$ cat src/rtl/epc_pkg.sv
// Shared types and MISR constants for the exhaustive pattern capture stage.
package epc_pkg;

    typedef enum logic [1:0] {
        IDLE,
        APPLY,
        DONE
    } epc_state_t;

    localparam logic [15:0] EPC_MISR_POLY = 16'h1021;
    localparam logic [15:0] EPC_MISR_SEED = 16'hFFFF;

endpackage

$ cat src/rtl/exhaustive_pattern_capture_if.sv
// Stimulus/capture bundle between the sweep controller and its environment.
interface exhaustive_pattern_capture_if #(
    parameter int unsigned N_IN  = 3,
    parameter int unsigned SIG_W = 16
);
    localparam int unsigned NPAT = 1 << N_IN;

    logic              start;
    logic [NPAT-1:0]   golden;
    logic              dut_out;
    logic [N_IN-1:0]   pattern;
    logic              pat_valid;
    logic              busy;
    logic              done;
    logic [NPAT-1:0]   resp_vec;
    logic [SIG_W-1:0]  signature;
    logic [N_IN:0]     mismatch_cnt;
    logic              trojan_flag;

    modport master (
        output start, golden, dut_out,
        input  pattern, pat_valid, busy, done, resp_vec, signature,
               mismatch_cnt, trojan_flag
    );

    modport slave (
        input  start, golden, dut_out,
        output pattern, pat_valid, busy, done, resp_vec, signature,
               mismatch_cnt, trojan_flag
    );

endinterface

$ cat src/rtl/epc_misr.sv
// 16-bit bit-serial MISR (CRC-CCITT, MSB-first); clr reloads the seed.
module epc_misr
    import epc_pkg::*;
(
    input  logic        CK,
    input  logic        reset,
    input  logic        clr,
    input  logic        en,
    input  logic        din,
    output logic [15:0] sig
);

    logic [15:0] sig_q;
    logic [15:0] sig_d;
    logic        fb;

    always_comb begin
        fb    = sig_q[15] ^ din;
        sig_d = sig_q;
        if (clr) begin
            sig_d = EPC_MISR_SEED;
        end else if (en) begin
            sig_d = {sig_q[14:0], 1'b0} ^ (fb ? EPC_MISR_POLY : 16'h0000);
        end
    end

    always_ff @(posedge CK or negedge reset) begin
        if (!reset) begin
            sig_q <= EPC_MISR_SEED;
        end else begin
            sig_q <= sig_d;
        end
    end

    assign sig = sig_q;

endmodule

$ cat src/rtl/exhaustive_pattern_capture.sv
// Walks every input pattern, holds each for SETTLE cycles, captures the
// black-box response and compares it against a latched golden vector.
module exhaustive_pattern_capture
    import epc_pkg::*;
#(
    parameter int unsigned N_IN   = 3,
    parameter int unsigned SETTLE = 2,
    parameter int unsigned SIG_W  = 16
) (
    input logic                    CK,
    input logic                    reset,
    exhaustive_pattern_capture_if.slave bus
);

    localparam int unsigned NPAT      = 1 << N_IN;
    localparam logic [7:0]  SETTLE_M1 = 8'(SETTLE - 1);

    typedef logic [N_IN:0] cnt_t;

    epc_state_t      state_q;
    logic [N_IN-1:0] pattern_q;
    logic [7:0]      settle_q;
    logic [NPAT-1:0] resp_q;
    logic [NPAT-1:0] resp_d;
    logic [NPAT-1:0] golden_q;
    logic [NPAT-1:0] diff;
    cnt_t            mm_q;
    cnt_t            mm_d;
    logic            trojan_q;
    logic            busy_q;
    logic            pat_valid_q;
    logic            done_q;
    logic            accept;
    logic            capture;
    logic [15:0]     sig;

    assign accept  = bus.start && (state_q != APPLY);
    assign capture = (state_q == APPLY) && (settle_q == 8'd0);

    // Score against the response vector including the bit being captured now,
    // so the counts are ready on the same edge that enters DONE.
    always_comb begin
        resp_d            = resp_q;
        resp_d[pattern_q] = bus.dut_out;
        diff              = resp_d ^ golden_q;
        mm_d              = '0;
        for (int unsigned i = 0; i < NPAT; i++) begin
            mm_d = mm_d + cnt_t'(diff[i]);
        end
    end

    always_ff @(posedge CK or negedge reset) begin
        if (!reset) begin
            state_q     <= IDLE;
            pattern_q   <= '0;
            settle_q    <= '0;
            resp_q      <= '0;
            golden_q    <= '0;
            mm_q        <= '0;
            trojan_q    <= 1'b0;
            busy_q      <= 1'b0;
            pat_valid_q <= 1'b0;
            done_q      <= 1'b0;
        end else begin
            unique case (state_q)
                IDLE, DONE: begin
                    if (bus.start) begin
                        state_q     <= APPLY;
                        pattern_q   <= '0;
                        settle_q    <= SETTLE_M1;
                        resp_q      <= '0;
                        golden_q    <= bus.golden;
                        mm_q        <= '0;
                        trojan_q    <= 1'b0;
                        busy_q      <= 1'b1;
                        pat_valid_q <= 1'b1;
                        done_q      <= 1'b0;
                    end
                end
                APPLY: begin
                    if (settle_q != 8'd0) begin
                        settle_q <= settle_q - 8'd1;
                    end else begin
                        resp_q <= resp_d;
                        if (pattern_q != '1) begin
                            pattern_q <= pattern_q + 1'b1;
                            settle_q  <= SETTLE_M1;
                        end else begin
                            state_q     <= DONE;
                            busy_q      <= 1'b0;
                            pat_valid_q <= 1'b0;
                            done_q      <= 1'b1;
                            mm_q        <= mm_d;
                            trojan_q    <= (mm_d != '0);
                        end
                    end
                end
                default: state_q <= IDLE;
            endcase
        end
    end

    epc_misr u_misr (
        .CK    (CK),
        .reset (reset),
        .clr   (accept),
        .en    (capture),
        .din   (bus.dut_out),
        .sig   (sig)
    );

    assign bus.pattern      = pattern_q;
    assign bus.pat_valid    = pat_valid_q;
    assign bus.busy         = busy_q;
    assign bus.done         = done_q;
    assign bus.resp_vec     = resp_q;
    assign bus.signature    = SIG_W'(sig);
    assign bus.mismatch_cnt = mm_q;
    assign bus.trojan_flag  = trojan_q;

endmodule

$ cat src/flat_wrapper.sv
// flat-port wrapper written by rule: the top's interface ports become plain ports
module exhaustive_pattern_capture_flat import epc_pkg::*;
#(
    parameter int unsigned N_IN   = 3,
    parameter int unsigned SETTLE = 2,
    parameter int unsigned SIG_W  = 16
)
  (CK, reset, bus_start, bus_golden, bus_dut_out, bus_pattern, bus_pat_valid, bus_busy, bus_done, bus_resp_vec, bus_signature, bus_mismatch_cnt, bus_trojan_flag);
  exhaustive_pattern_capture_if #(.N_IN(N_IN), .SIG_W(SIG_W)) bus_i ();
  input logic CK;
  input logic reset;
  input wire logic [$bits(bus_i.start)-1:0] bus_start;
  input wire logic [$bits(bus_i.golden)-1:0] bus_golden;
  input wire logic [$bits(bus_i.dut_out)-1:0] bus_dut_out;
  output wire logic [$bits(bus_i.pattern)-1:0] bus_pattern;
  output wire logic [$bits(bus_i.pat_valid)-1:0] bus_pat_valid;
  output wire logic [$bits(bus_i.busy)-1:0] bus_busy;
  output wire logic [$bits(bus_i.done)-1:0] bus_done;
  output wire logic [$bits(bus_i.resp_vec)-1:0] bus_resp_vec;
  output wire logic [$bits(bus_i.signature)-1:0] bus_signature;
  output wire logic [$bits(bus_i.mismatch_cnt)-1:0] bus_mismatch_cnt;
  output wire logic [$bits(bus_i.trojan_flag)-1:0] bus_trojan_flag;
  assign bus_i.start = bus_start;
  assign bus_i.golden = bus_golden;
  assign bus_i.dut_out = bus_dut_out;
  assign bus_pattern = bus_i.pattern;
  assign bus_pat_valid = bus_i.pat_valid;
  assign bus_busy = bus_i.busy;
  assign bus_done = bus_i.done;
  assign bus_resp_vec = bus_i.resp_vec;
  assign bus_signature = bus_i.signature;
  assign bus_mismatch_cnt = bus_i.mismatch_cnt;
  assign bus_trojan_flag = bus_i.trojan_flag;
  exhaustive_pattern_capture #(.N_IN(N_IN), .SETTLE(SETTLE), .SIG_W(SIG_W)) u_core (.CK(CK), .reset(reset), .bus(bus_i));
endmodule
$ cat config.mk
export PLATFORM = sky130hd
export DESIGN_NAME = exhaustive_pattern_capture_flat
export DESIGN_NICKNAME = d
export VERILOG_FILES = /design/src/rtl/epc_pkg.sv /design/src/rtl/exhaustive_pattern_capture_if.sv /design/src/rtl/epc_misr.sv /design/src/rtl/exhaustive_pattern_capture.sv /design/src/flat_wrapper.sv
export SDC_FILE = /design/constraint.sdc
export NUM_CORES = 1
export LEC_CHECK = 0
export BUFFER_PORTS_ARGS = -buffer_cell sky130_fd_sc_hd__buf_2
export CORE_UTILIZATION = 37
export CTS_CLUSTER_DIAMETER = 200
export DETAILED_ROUTE_END_ITERATION = 10
export PLACE_DENSITY = 0.6
export SKIP_CTS_REPAIR_TIMING = 1
export SYNTH_ARGS = -nofsm -noshare
export SYNTH_HDL_FRONTEND = slang
export SYNTH_HIERARCHICAL = 1
export SYNTH_SLANG_ARGS = --single-unit
$ cat constraint.sdc
create_clock -name CK -period 5.6 [get_ports CK]
set_input_delay 1.12 -clock CK [delete_from_list [all_inputs] [get_ports CK]]
set_output_delay 1.12 -clock CK [all_outputs]
set_load 0.005 [all_outputs]
==> results.md <==
* Total number of yosys warnings at 6
* Worst-case clock buffer depth at 2
* Total net switching power at 831.0 µW
* CTS tree: yes
* Clk Latency, worst-skew pair at 310 ps
* Worst Max-Slew Pin Slew at between 900 and 1000 ps
* Critical Path RT at ~5800 ps
* Most frequent standard cell in the layout excluding fill and tap cells: buf_2
* Result of the run: finished clean
* Leakage Power at ~0.0015 µW
* Via count at 2094
* DRC violations left at 0
* Part of the Yosys area used for sequential elements at 0.4668
* Main area contributors after synthesis: dfrtp_1 32%, dfstp_2 15%, nand2_1 5.2%
* Post-synthesis compound-gate area fraction at 0.1481
* Worst hold stages at 2
* Post-Synth XOR/XNOR Area at 0.04775
* Remaining number of nets flagged by the antenna check after routing at 0
* Post-synth design cell area at approximately 2800 µm²
* Number of pins exceeding their max-slew limit in the final report at 0
* Via count of the first global-routing pass at 2046
* Least setup slack across all paths after layout at ~1300 ps
* Total of buffers placed on input and output ports at 46
* CTS sink count at 52
* Final Critical Period at approximately 4300 ps
* Setup Total Neg Slack at 0 ps
* Internal portion of total power at around 1200 µW
* Kind of launch point of the worst setup path: input pin
* Clock share of power at 0.119
* Die extent in x at about 89 µm
* Max rail drop VDD at approximately 460 µV
* Yosys cell types at 46
* Combinational family with the most area after synthesis: simple AND/OR/NAND/NOR gates
* Sequential group share of total power at 0.331
* Cell total after placement at just over 400
* Effective utilization at floorplan at 0.3861
* Largest fanout on the critical path at 13
* Filler-free cell count of the finished design at about 410
* First-pass DRT Iterations at 4
* Fillcell total at 717
* Area of the multi-input gates at 1349 µm²
* Routed via count divided by cell count at 5.058
* Die Outline Area at between 8000 and 9000 µm²
* Clock tree skew after final layout at between 10 and 15 ps
* Placeable core area at between 7000 and 8000 µm²
* Post-synthesis share of cell area spent on and, or, nand and nor gates at 0.1897
* Share of final-layout standard cells stronger than drive strength 1 at 0.2762
* Startpoint of the most critical setup path: bus_dut_out
* Pre-CTS setup slack at 1010 ps
* Boundary Pins at between 40 and 50
* Worst reg2reg startpoint: u_core/bus.pattern[1]
* Post-Syn Nets at 300
* Height of the die at approximately 89 µm
* Number of diodes at 0
* Post-route worst hold slack at 485.0 ps
* Total number of placement rows at 31
* Post-synthesis mux area share at 0.03183
* Violation count after the first detailed-route iteration at 105
* Post-synth top flop: dfrtp_1
* Initial antenna violation count at 0
* Synthesis-to-layout area growth at 13.35%
* Net switching fraction of the power at 0.4112
* Placed wire-length estimate after detailed placement at just under 4000 µm
* Worst hold path type: reg -> reg
* Number of instances in the synthesized netlist at between 200 and 300
* Wire length of the first global-routing pass at 9625 µm
* Crit path DAT at about 4400 ps
* Setup crit end kind: flop
* Startpoint of the tightest hold check path: u_core/bus.done
* Pwr dens at approximately 630 nW/µm²
* Total Routing Usage GR at 0.1576
* Number of storage elements in the synthesis netlist at between 50 and 60
* Final #Nets at approximately 340
* CTS Buf Count at 5
* Upper clock frequency limit at around 230 MHz
* Endpoint of the most critical register-to-register path: u_core/bus.trojan_flag
* Post-synth top area share at 0.3183
* Mean Syn Cell Area at roughly 10 µm²
* GRT Residual Overflow at 0
* Reg2reg path depth at 13
* Max Cap Violations at 0
* Category of the most critical setup path: in -> reg
* WL/cell at roughly 14 µm
* Async set or reset register ratio after synthesis at 1.000
* Final worst-path cycle share at 0.7603
* Root Buffer Master: clkbuf_8
* Clk pin slew, worst setup/hold paths at ~90 ps
* Worst rel slew slack at 0.3731
* Synth Area in Adders at 0.05924
* Largest net degree at the start of global routing at 53
* Leading cell types in the layout, fill and taps excluded: 46 x buf_2, 39 x nand2_1, 36 x dfrtp_1
* Combinational share of power at 0.550
* Worst R2R Setup Slack at about 1400 ps
* Post-synth EDFFs at 0
* Detailed-route wire length at roughly 5800 µm
* Gpl congestion at around 0.76
* Biggest area consumer among synthesized cells: dfrtp_1
* Total area of sequential cells at between 1000 and 1500 µm²
* Number of hold-slack violations in the final timing report at 0
* Unrepaired setup endpoints after global routing: no
* Endpoints failing setup at 0
* Max H-tree Level at 2
* Sink of the worst hold path: u_core/bus.done
power by group through the flow:
stage          clock [µW]  sequential, µW  combinational, µW
3_3_place_gp            0             672               1100
6_report              240             669               1110
2_1_floorplan           0             640                897
4_1_cts               251             670               1140
3_5_place_dp            0             677               1120
5_1_grt               264             693               1280
worst max-delay path: stages:
cell,delay (ps)
buf_2,240
mux2i_1,150
xnor2_1,170
fa_1,510
fa_1,550
inv_1,60
fa_1,540
inv_1,40
ha_1,210
fa_1,380
xnor2_1,180
and4_1,200
o21ai_0,70
layer usage:
layer  track usage  vias up  part of all wire
li1              -     1025                 -
met1        0.2189     1015              0.48
met2        0.2464       44              0.46
met3       0.03693       10             0.047
met4       0.04618        0             0.012
met5             0        -                 0
final cells by class:
type	count	area share
inverter	17	0.01989
sequential	52	0.4119
clock buffer	6	0.02925
timing repair buffer	48	0.07644
tap	99	0.03861
clock inverter	2	0.003510
multi-input combinational	190	0.4204
how the worst max path moves through the flow:
stage / slack (ps) / cells after the start / to
final: 1340 / 13 / u_core/bus.trojan_flag
after global routing: 1170 / 13 / u_core/bus.trojan_flag
after CTS: 1320 / 13 / u_core/bus.trojan_flag
after detailed placement: 1010 / 13 / u_core/bus.trojan_flag
after global placement: 1070 / 13 / u_core/bus.trojan_flag
after floorplan: 1190 / 13 / u_core/bus.trojan_flag
flip-flops by register name (all words and copies together), names as in the netlist, 2 cells and up:
register                 count
u_core/bus.mismatch_cnt      4
u_core/state_q               2
u_core/bus.resp_vec          8
u_core/u_misr/sig           16
u_core/settle_q              8
u_core/golden_q              8
u_core/bus.pattern           3
cell families after synthesis:
kind of cell	Yosys count
adder cells (fa/ha/maj)	11
flip-flops	52
AO/OA/AOI/OAI	59
buffers and inverters	35
AND/OR/NAND/NOR	99
XOR/XNOR	12
multiplexers	9
cells in the mapped netlist (2+ instances only):
master     n
nor2_1     9
xnor2_1    7
nand2_1   39
or4_4      2
nand3_2    3
mux2i_1    9
buf_6      2
dfrtp_1   36
fa_1       4
o21ai_2    3
a211o_1   16
nand2b_1   2
nor2b_1   18
nand3_1    7
inv_1     17
o21ai_0   15
xor3_1     2
nand4_1    2
ha_1       7
nor3b_1    3
xor2_1     3
or2_2      2
o31ai_1    3
clkbuf_1   7
a21oi_1    8
o41ai_1    2
o22ai_1    5
or4_1      2
dfstp_2   16
nand3b_1   3
buf_2      8
through the flow:
stage               utilization  total power (µW)  area (µm²)
floorplan                     -              1537        2830
global placement         0.4233              1773        3103
detailed placement       0.4233              1795        3103
CTS                      0.4376              2062        3208
global route             0.4376              2238        3208
finish                   0.4376              2021        3208
Note: power is estimated with default switching activity, not from simulation.
